`config.mk`:
```
export PLATFORM = sky130hd
export DESIGN_NAME = alu_serial_slice
export DESIGN_NICKNAME = d
export VERILOG_FILES = /design/src/rtl/alu_serial_slice.sv
export SDC_FILE = /design/constraint.sdc
export NUM_CORES = 1
export LEC_CHECK = 0
export CORE_AREA = 2 2 79 100
export CTS_BUF_LIST = sky130_fd_sc_hd__clkbuf_4 sky130_fd_sc_hd__clkbuf_8
export DETAILED_ROUTE_END_ITERATION = 16
export DIE_AREA = 0 0 81 102
export MAX_ROUTING_LAYER = met4
export PLACE_DENSITY_LB_ADDON = 0.25
export SLEW_MARGIN = 20
export SYNTH_ARGS = -nofsm -noshare
export SYNTH_HDL_FRONTEND = slang
export SYNTH_SLANG_ARGS = --single-unit
```
`constraint.sdc`:
```
create_clock -name clk -period 4.1 [get_ports clk]
set_input_delay 0.82 -clock clk [delete_from_list [all_inputs] [get_ports clk]]
set_output_delay 0.82 -clock clk [all_outputs]
set_load 0.005 [all_outputs]
```
`src/rtl/alu_serial_slice.sv`:
```
// Multi-cycle ALU: one SLICE-bit datapath is reused over WIDTH/SLICE cycles, LSB slice first,
// with the inter-slice carry held in a register. Start is honoured only when idle.
module alu_serial_slice #(
  parameter int WIDTH = 16,
  parameter int SLICE = 4
) (
  input  logic             clk,
  input  logic             rst,
  input  logic             start,
  input  logic [WIDTH-1:0] a,
  input  logic [WIDTH-1:0] b,
  input  logic [3:0]       s,
  input  logic             m,
  input  logic             cin,
  output logic             busy,
  output logic             done,
  output logic [WIDTH-1:0] o,
  output logic             cout,
  output logic             zero
);

  localparam int NSLICE = WIDTH / SLICE;
  localparam int IW     = (NSLICE > 1) ? $clog2(NSLICE) : 1;

  typedef enum logic [1:0] {
    ST_IDLE,
    ST_RUN,
    ST_DONE
  } state_t;

  state_t           state;
  logic [IW-1:0]    idx;
  logic [WIDTH-1:0] a_r;
  logic [WIDTH-1:0] b_r;
  logic [3:0]       s_r;
  logic             m_r;
  logic             carry;

  logic [SLICE-1:0] a_sl;
  logic [SLICE-1:0] b_sl;
  logic [SLICE-1:0] p;
  logic [SLICE-1:0] q;
  logic [SLICE-1:0] f;
  logic [SLICE:0]   sum;
  logic [SLICE-1:0] slice_res;
  logic             slice_cout;
  logic [WIDTH-1:0] o_next;

  always_comb begin
    a_sl = a_r[idx*SLICE +: SLICE];
    b_sl = b_r[idx*SLICE +: SLICE];

    f = '0;
    unique case (s_r)
      4'h0: f = ~a_sl;
      4'h1: f = ~(a_sl | b_sl);
      4'h2: f = ~a_sl & b_sl;
      4'h3: f = '0;
      4'h4: f = ~(a_sl & b_sl);
      4'h5: f = ~b_sl;
      4'h6: f = a_sl ^ b_sl;
      4'h7: f = a_sl & ~b_sl;
      4'h8: f = ~a_sl | b_sl;
      4'h9: f = ~(a_sl ^ b_sl);
      4'hA: f = b_sl;
      4'hB: f = a_sl & b_sl;
      4'hC: f = '1;
      4'hD: f = a_sl | ~b_sl;
      4'hE: f = a_sl | b_sl;
      4'hF: f = a_sl;
      default: f = '0;
    endcase

    p = '0;
    q = '0;
    unique case (s_r)
      4'h0: begin p = a_sl;            q = '0;            end
      4'h1: begin p = a_sl | b_sl;     q = '0;            end
      4'h2: begin p = a_sl | ~b_sl;    q = '0;            end
      4'h3: begin p = '0;              q = '1;            end
      4'h4: begin p = a_sl;            q = a_sl & ~b_sl;  end
      4'h5: begin p = a_sl | b_sl;     q = a_sl & ~b_sl;  end
      4'h6: begin p = a_sl;            q = ~b_sl;         end
      4'h7: begin p = a_sl & ~b_sl;    q = '1;            end
      4'h8: begin p = a_sl;            q = a_sl & b_sl;   end
      4'h9: begin p = a_sl;            q = b_sl;          end
      4'hA: begin p = a_sl | ~b_sl;    q = a_sl & b_sl;   end
      4'hB: begin p = a_sl & b_sl;     q = '1;            end
      4'hC: begin p = a_sl;            q = a_sl;          end
      4'hD: begin p = a_sl | b_sl;     q = a_sl;          end
      4'hE: begin p = a_sl | ~b_sl;    q = a_sl;          end
      4'hF: begin p = a_sl;            q = '1;            end
      default: begin p = '0;           q = '0;            end
    endcase

    sum        = {1'b0, p} + {1'b0, q} + {{SLICE{1'b0}}, carry};
    slice_res  = m_r ? f : sum[SLICE-1:0];
    slice_cout = m_r ? 1'b0 : sum[SLICE];

    o_next = o;
    o_next[idx*SLICE +: SLICE] = slice_res;
  end

  // done/cout/zero are set on the edge that writes the final slice, so they
  // appear together with the complete result; the DONE state then retires them.
  always_ff @(posedge clk) begin
    if (rst) begin
      state <= ST_IDLE;
      idx   <= '0;
      a_r   <= '0;
      b_r   <= '0;
      s_r   <= '0;
      m_r   <= 1'b0;
      carry <= 1'b0;
      busy  <= 1'b0;
      done  <= 1'b0;
      o     <= '0;
      cout  <= 1'b0;
      zero  <= 1'b0;
    end else begin
      unique case (state)
        ST_IDLE: begin
          if (start) begin
            a_r   <= a;
            b_r   <= b;
            s_r   <= s;
            m_r   <= m;
            carry <= cin;
            idx   <= '0;
            busy  <= 1'b1;
            state <= ST_RUN;
          end
        end
        ST_RUN: begin
          o     <= o_next;
          carry <= slice_cout;
          if (idx == IW'(NSLICE - 1)) begin
            done  <= 1'b1;
            cout  <= slice_cout;
            zero  <= (o_next == '0);
            state <= ST_DONE;
          end else begin
            idx <= idx + IW'(1);
          end
        end
        ST_DONE: begin
          done  <= 1'b0;
          busy  <= 1'b0;
          idx   <= '0;
          state <= ST_IDLE;
        end
        default: state <= ST_IDLE;
      endcase
    end
  end

endmodule

```
* Word level (Yosys, flattened, before mapping)
Cells that the tools add are included.
** Cells by class
- Add/subtract/negate cells :: 4
- Equality and inequality tests :: 21
- Shifts and indexed selects :: 4
- Muxes and demuxes :: 18
- Bitwise logic cells :: 12
- Reduce and logical (&&, ||, !) cells :: 22
** Operators by type and width (number)
- case mux 4 bit (16 select lines) :: 1
- negation 4 -> 34 bit :: 1
- variable shift 4 x 34 -> 16 bit, first input constant :: 1
- variable part select 4 x 34 -> 16 bit :: 1
- equality test 4 bit, second input constant :: 8
- variable part select 16 x 5 -> 4 bit :: 2
- case mux 4 bit (7 select lines) :: 1
- case mux 4 bit (6 select lines) :: 1
- inverter 4 bit :: 5
- bitwise mux 16 bit :: 1
- equality test 4 x 3 -> 1 bit, second input constant :: 4
- logical NOT 16 bit :: 1
- AND 4 bit :: 3
- bitwise OR 4 bit :: 3
- AND reduction 2 bit :: 6
- OR reduction 3 bit :: 4
- equality test 4 x 2 -> 1 bit, second input constant :: 2
- 2-to-1 mux 2 bit :: 4
- OR reduction 7 bit :: 1
- inequality test 2 bit, second input constant :: 3
- case mux 1 bit (2 select lines) :: 3
- case mux 2 bit (3 select lines) :: 1
- nonzero test 2 bit :: 3
- adder 4 x 4 -> 5 bit :: 1
- 15 further kinds :: 20
** Word-level totals
- Bits in registers :: 62
- Input port bits :: 41
- Output and inout port bits :: 20

* Logic depth before layout (Yosys ltp)
Gate-level depths: netlist of the first run.
- Depth in word-level cells :: 10
- Gate-level depth with buffers :: 16
- Gate-level depth less buffers :: 14

* Least setup slack after synthesis of the first run
Ideal clock, no wire load.
- Path type :: reg-to-reg
- Start :: register idx[0]
- End :: register zero
- Data arrival time :: 3532 ps
- Data required time :: 3986 ps
- Slack :: 454 ps
- Cell stages (with the launch flop) :: 14
- Path buffers :: 1
- Clock period less this slack :: 3646 ps
- Path through :: dfxtp_1 buf_6 mux4_1 ha_1 nand3b_1 a21oi_1 a2111o_1 fa_1 inv_1 fa_1 a22oi_1 o21ai_0 o221a_2 a21o_1
** Between the ends
- Longest elaborated chain between the ends :: 10
- Elaborated cells between the ends (all ways) :: 27
- Classes of those cells :: add/sub: 3; eq/ne: 1; shift: 4; mux: 5; bitwise: 12; reduce/logical: 2
** Ends and longest elaborated chain
- start: declaration :: line 32 : logic [IW-1:0] idx;
- start signal: assignment :: line 143 : idx <= idx + IW'(1);
- variable part select 16 x 5 -> 4 bit :: line 51 : b_sl = b_r[idx*SLICE +: SLICE];
- inverter 4 bit
- AND 4 bit / bitwise OR 4 bit (equally long branches)
- case mux 4 bit (7 select lines) / case mux 4 bit (6 select lines) (equally long branches) :: line 76 : unique case (s_r)
- adder 4 x 4 -> 5 bit :: line 96 : sum = {1'b0, p} + {1'b0, q} + {{SLICE{1'b0}}, carry};
- adder 5 x 1 -> 5 bit :: line 96
- 2-to-1 mux 4 bit :: line 97 : slice_res = m_r ? f : sum[SLICE-1:0];
- variable part select 4 x 34 -> 16 bit :: line 101 : o_next[idx*SLICE +: SLICE] = slice_res;
- bitwise mux 16 bit :: line 101
- logical NOT 16 bit :: line 140 : zero <= (o_next == '0);
- end signal: assignment :: line 140
- end: declaration :: line 19 : output logic zero
Parallel ways exist; a longest one is shown, timed or not.
A chain may end at the register's enable or synchronous reset.

* Worst setup path after layout of the first run
Same ends and word-level chain as after synthesis.

==> summary.txt, run 1 <==
Detailed routing
  • # DRC: 0
  • Via-to-Cell Ratio: 6.05
  • Routed wire length per instance: 17.2 µm
  • Starting DRT DRC Count: 337
  • Routed Antenna Nets: 0
  • Total number of vias: 3906
  • DRT Wirelength: 11.1 mm
  • TritonRoute pass-1 iters: 5

Die
  • IO Count: 61
  • Initial Utilization: 53.7%
  • Row Count: 35
  • Area of the core: 7270 µm²
  • Die footprint: 8260 µm²
  • Die Span X: 81 µm
  • Die Height: 102 µm

Synthesis
  • Post-synthesis sequential area ratio: 31.8%
  • Gate Count Post-Synth: 491
  • FF+latch count, synth: 62
  • Distinct cell type count after synthesis: 62
  • Synthesized cell area: 3900 µm²
  • Syn avg cell area: 7.95 µm²
  • Number of synthesized flops with an enable pin: 0
  • Ys flop type: dfxtp_1
  • Yosys warns: 0
  • Post-synth ARST share: 0%
  • Syn Nets: 558

Setup path
  • Cell Chain, Critical Path: mux4_1, ha_1, nand3b_1, a21oi_1, a2111o_1, fa_1, inv_1, fa_1, a22oi_1, o21ai_0, o221a_2, a21o_1
  • Crit start category: register
  • Worst path most repeated cell: fa_1
  • CP delay by family, top: compound AO/OA/AOI/OAI gates
  • Crit end category: register
  • WP data arrival: 4.04 ns
  • Slowest CP cell: mux4_1
  • CP required: 4.34 ns
  • WP buf/inv: 1
  • Delay of the slowest critical-path stage: 0.69 ns
  • Setup Crit Path Kind: register to register
  • Critical Path Fanout Max: 6

Pwr
  • Peak VDD IR: 297 µV
  • Pleak: 0.00184 µW
  • Cell Pwr Density: 350 nW/µm²

Timing
  • Slew HR: 56.2%
  • Final worst slack: 0.299 ns
  • Fmax achieved: 0.263 GHz
  • Slew @ Worst Pin: 0.657 ns
  • Min cycle time layout: 3.80 ns
  • Max-slew violations: 0
  • Final clock period utilization by the worst path: 92.7%
  • Count of final setup violators: 0
  • Final Hold Viols: 0
  • Clock Skews: 0.0111 ns
  • RSZ-0062 raised after global routing: no
  • Fin Setup TNS: 0 ns

Clock tree
  • Clock tree from TritonCTS: done
  • Postcts setup bufs: 0
  • H-tree depth: 3
  • Post-cts resize count: 0
  • Worst-Skew Late Latency: 0.35 ns
  • Hold_buf cts: 0
  • Clock-pin slew on the worst setup and hold paths: 0.07 ns
  • Clock Path Buffers: 2
  • TritonCTS buffer count: 9
  • Clk sink count: 62
  • Root buf cell: clkbuf_8

Placement
  • RD Place Congestion: 1.00
  • I/O Buffers: 60
  • Pre-CTS setup slack: 0.357 ns
  • DPL Wire Length: 8.11 mm

GRT
  • Initial antenna violation count: 0
  • Number of global-route vias before repair: 3761
  • Grt ovf: 0
  • Total Routing Usage GR: 29.5%
  • Largest net degree at the start of global routing: 54
  • First-pass GRT wire length: 18.3 mm

Finish
  • Commonest cells after routing, fill and taps aside: nand2_1, a21oi_1, dfxtp_1, clkdlybuf4s50_1, nor2_1
  • Filler instances: 642
  • Diode count: 0
  • Commonest non-fill, non-tap cell in the layout: nand2_1
  • Syn-to-layout area delta: 24.6%
  • Final Net Count: 616
  • Layout cells sized above 1: 8.84%

Min path
  • Worst min-delay path class: register to register

Run
  • Max-Cap Viols: 0

Outcome
  • Status: finished, final reports clean
-- worst paths after layout --
kind / start / end / cells past startpoint / slack [ns]
worst max register to register: idx[0] / zero / 12 / 0.30
worst min register to register: b_r[10] / b_r[10] / 2 / 0.45
worst max-delay path: idx[0] / zero / 12 / 0.30
worst min-delay path: b_r[10] / b_r[10] / 2 / 0.45
-- cells by family after synthesis --
group                    share of synthesized area (%)
flip-flops                                        31.8
multiplexers                                      6.09
buffers and inverters                             5.80
AO/OA/AOI/OAI                                     23.1
XOR/XNOR                                         0.449
adder cells (fa/ha/maj)                           8.72
AND/OR/NAND/NOR                                   24.0
-- registers in the layout, indices dropped and copies added, names as in the netlist --
name,count
done,1
cout,1
b_r,16
busy,1
m_r,1
zero,1
state,2
idx,2
carry,1
o,16
s_r,4
a_r,16
-- final cells by class --
| cell class | instances | area, µm² | area share, % |
|---|---|---|---|
| flip-flops and latches | 62 | 1240 | 25.5 |
| inverters | 21 | 78.8 | 1.62 |
| clock buffers | 13 | 166 | 3.42 |
| multi-input cells | 377 | 2440 | 50.2 |
| repair buffers | 78 | 731 | 15.0 |
| well taps | 92 | 115 | 2.37 |
| clock inverters | 3 | 90.1 | 1.85 |
-- cell usage after synthesis, types with 3 or more instances --
library cell	n	area, µm²
nand2_1	96	360
a21oi_1	66	330
dfxtp_1	62	1240
nor2_1	40	150
ha_1	24	300
inv_1	20	75.1
clkbuf_1	17	63.8
nand3b_1	11	82.6
nor3_1	11	55.1
o21ai_0	11	55.1
a22oi_1	9	67.6
a32oi_1	9	78.8
buf_2	6	30.0
nor4_1	6	37.5
a221oi_1	5	43.8
nand2b_1	5	31.3
o32ai_1	5	43.8
a211oi_1	4	30.0
buf_4	4	30.0
mux4_1	4	105
mux4_2	4	90.1
nor2b_1	4	25.0
or3b_1	4	35.0
a21o_1	3	22.5
and3_1	3	18.8
o211ai_1	3	22.5
o22ai_1	3	18.8
or2_2	3	18.8
or4bb_1	3	33.8
-- per-layer routing --
layer  track usage, %  share of wire [%]  vias to the layer above
li1                 -                  -                     1890
met1             37.3                 42                     1819
met2             46.3                 48                      167
met3             4.68                6.5                       30
met4             13.4                3.5                        0
met5                -                  0                        -
-- report_power, final --
group | leakage, µW | internal, µW | total [µW] | switching, µW
Sequential | 0.000506 | 631 | 657 | 25.3
Combinational | 0.00120 | 155 | 353 | 198
Clock | 0.000131 | 451 | 691 | 240
Total | 0.00184 | 1240 | 1700 | 463
-- through the flow --
step	power [µW]	hold slack, ns	utilization (%)	instance area (µm²)	std cells
2_1_floorplan	888	0.432	-	3910	491
3_3_place_gp	1010	0.440	63.4	4610	630
3_5_place_dp	1010	0.448	63.4	4610	630
4_1_cts	1700	0.457	66.9	4860	646
5_1_grt	1770	0.469	66.9	4860	646
6_report	1700	0.454	66.9	4860	646
-- tightest hold or removal path, delay by kind of cell, from the launching register on --
family	cells	cell delay, ns
simple gates	1	0.05
compound gates	1	0.05
flops	1	0.31
(Power assumes the default switching activity.)
==> run 2, diff against run 1 <==
==> constraint.sdc (replaced) <==
create_clock -name clk -period 4.1 [get_ports clk]
set_input_delay 1.025 -clock clk [delete_from_list [all_inputs] [get_ports clk]]
set_output_delay 1.025 -clock clk [all_outputs]
set_load 0.005 [all_outputs]
==> summary.txt, run 2 (synthesized netlist as in run 1, its figures left out) <==
Clock tree
  • TritonCTS buffer count: 9
  • Postcts setup bufs: 0
  • Clock Path Buffers: 2
  • Clock tree from TritonCTS: done
  • Worst-Skew Late Latency: 0.34 ns
  • Clk sink count: 62
  • Post-cts resize count: 0
  • Clock-pin slew on the worst setup and hold paths: 0.07 ns
  • Hold_buf cts: 0
  • Root buf cell: clkbuf_8
  • H-tree depth: 3

Setup path
  • CP delay by family, top: compound AO/OA/AOI/OAI gates
  • Slowest CP cell: mux4_1
  • Crit path depth: 12
  • Delay of the slowest critical-path stage: 0.69 ns
  • Worst r2r path cells: 12
  • Worst R2R End: zero
  • R2r startpoint: idx[0]
  • Worst setup path startpoint: idx[0]
  • CP required: 4.33 ns
  • Crit end category: register
  • Crit start category: register
  • Setup Crit Path Kind: register to register
  • Cell Chain, Critical Path: mux4_1, ha_1, nand3b_1, a21oi_1, a2111o_1, fa_1, inv_1, fa_1, a22oi_1, o21ai_0, o221a_2, a21o_1
  • Worst path most repeated cell: fa_1
  • Critical Path Fanout Max: 6
  • R2R Setup Slk: 0.31 ns
  • WP data arrival: 4.02 ns
  • WP buf/inv: 1

Pwr
  • Comb power frac: 22.9%
  • Peak VDD IR: 246 µV
  • Clk network pwr share: 34.7%
  • Switching Fraction: 29.6%
  • Pleak: 0.00180 µW
  • Internal cell power: 1080 µW
  • Cell Pwr Density: 322 nW/µm²
  • Psw: 457 µW
  • Part of the power in registers: 42.5%

Min path
  • Hold wc startpoint: b_r[2]
  • Hold Crit Depth: 2
  • Hold Path End: b_r[2]
  • Worst min-delay path class: register to register

Placement
  • RD Place Congestion: 1.03
  • DPL Wire Length: 8.04 mm
  • I/O Buffers: 60

GRT
  • Initial antenna violation count: 0
  • First-pass GRT wire length: 17.9 mm
  • Number of global-route vias before repair: 3658
  • Total Routing Usage GR: 28.8%
  • Largest net degree at the start of global routing: 45
  • Grt ovf: 0

Finish
  • Post-layout util: 65.9%
  • Layout cells sized above 1: 8.51%
  • Diode count: 0
  • Commonest non-fill, non-tap cell in the layout: nand2_1
  • Filler instances: 673
  • Commonest cells after routing, fill and taps aside: nand2_1, a21oi_1, dfxtp_1, clkdlybuf4s50_1, nor2_1
  • Regs by FF count: a_r (16), b_r (16), o (16)
  • Syn-to-layout area delta: 22.6%
  • Final Net Count: 614

Timing
  • RSZ-0062 raised after global routing: no
  • Fmax achieved: 0.264 GHz
  • Max-slew violations: 0
  • Clock Skews: 0.00981 ns
  • Slew @ Worst Pin: 0.704 ns
  • Slew HR: 52.7%
  • Min cycle time layout: 3.79 ns
  • Fin Hold WS: 0.455 ns
  • Count of final setup violators: 0
  • Fin Setup TNS: 0 ns
  • Final clock period utilization by the worst path: 92.5%
  • Final Hold Viols: 0

Detailed routing
  • Routed Antenna Nets: 0
  • Starting DRT DRC Count: 455
  • Total number of vias: 3951
  • TritonRoute pass-1 iters: 6
  • # DRC: 0
  • Via-to-Cell Ratio: 6.14
  • Routed wire length per instance: 17.3 µm
  • DRT Wirelength: 11.1 mm

Run
  • Max-Cap Viols: 0

Outcome
  • Status: finished, final reports clean

Die
  • Die Span X: 81 µm
  • Initial Utilization: 53.7%
  • IO Count: 61
  • Die footprint: 8260 µm²
  • Row Count: 35
  • Area of the core: 7270 µm²
  • Die Height: 102 µm
## run 2: area by class of cell
cell class              instances  area (µm²)  share of cell area, %
clock buffers                  12         146                   3.06
multi-input cells             377        2440                   51.0
well taps                      92         115                   2.40
repair buffers                 76         716                   15.0
inverters                      21        78.8                   1.65
clock inverters                 4        47.5                  0.993
flip-flops and latches         62        1240                   25.9
## run 2: stage by stage
stage | instances | setup slack [ns] | power, µW | instance area [µm²]
after floorplan | 491 | 0.454 | 888 | 3910
after global placement | 628 | 0.420 | 1010 | 4590
after detailed placement | 628 | 0.337 | 1010 | 4590
after CTS | 644 | 0.332 | 1550 | 4790
after global routing | 644 | 0.154 | 1620 | 4790
final | 644 | 0.308 | 1540 | 4790
## run 2: worst max path at each step
stage / to / slack (ns)
floorplan: zero / 0.45
global placement: zero / 0.42
detailed placement: zero / 0.34
CTS: zero / 0.33
global route: zero / 0.15
finish: zero / 0.31
## run 2: metal layers
metal / wire [µm] / track usage [%] / vias up
met1: 4750 / 37.0 / 1865
met4: 391 / 13.8 / 0
met2: 5260 / 43.9 / 171
met5: 0 / - / -
li1: - / - / 1886
met3: 717 / 5.12 / 29
## run 2: power groups by stage
stage,Sequential (µW),Clock (µW),Combinational (µW)
final,655,534,353
after detailed placement,668,0,345
after global routing,658,572,386
after CTS,654,545,347
after global placement,667,0,340
after floorplan,657,0,231
## run 2: worst min-delay path, stage by stage (launching register included)
cell     delay [ns]
dfxtp_1        0.31
nand2_1        0.05
a21oi_1        0.05
==> run 3, diff against run 2 <==
Settings changed: CTS_CLUSTER_SIZE set to 28.
==> results of run 3 <==
Same layout as run 2: the final DEF is identical, and so are final timing and power.
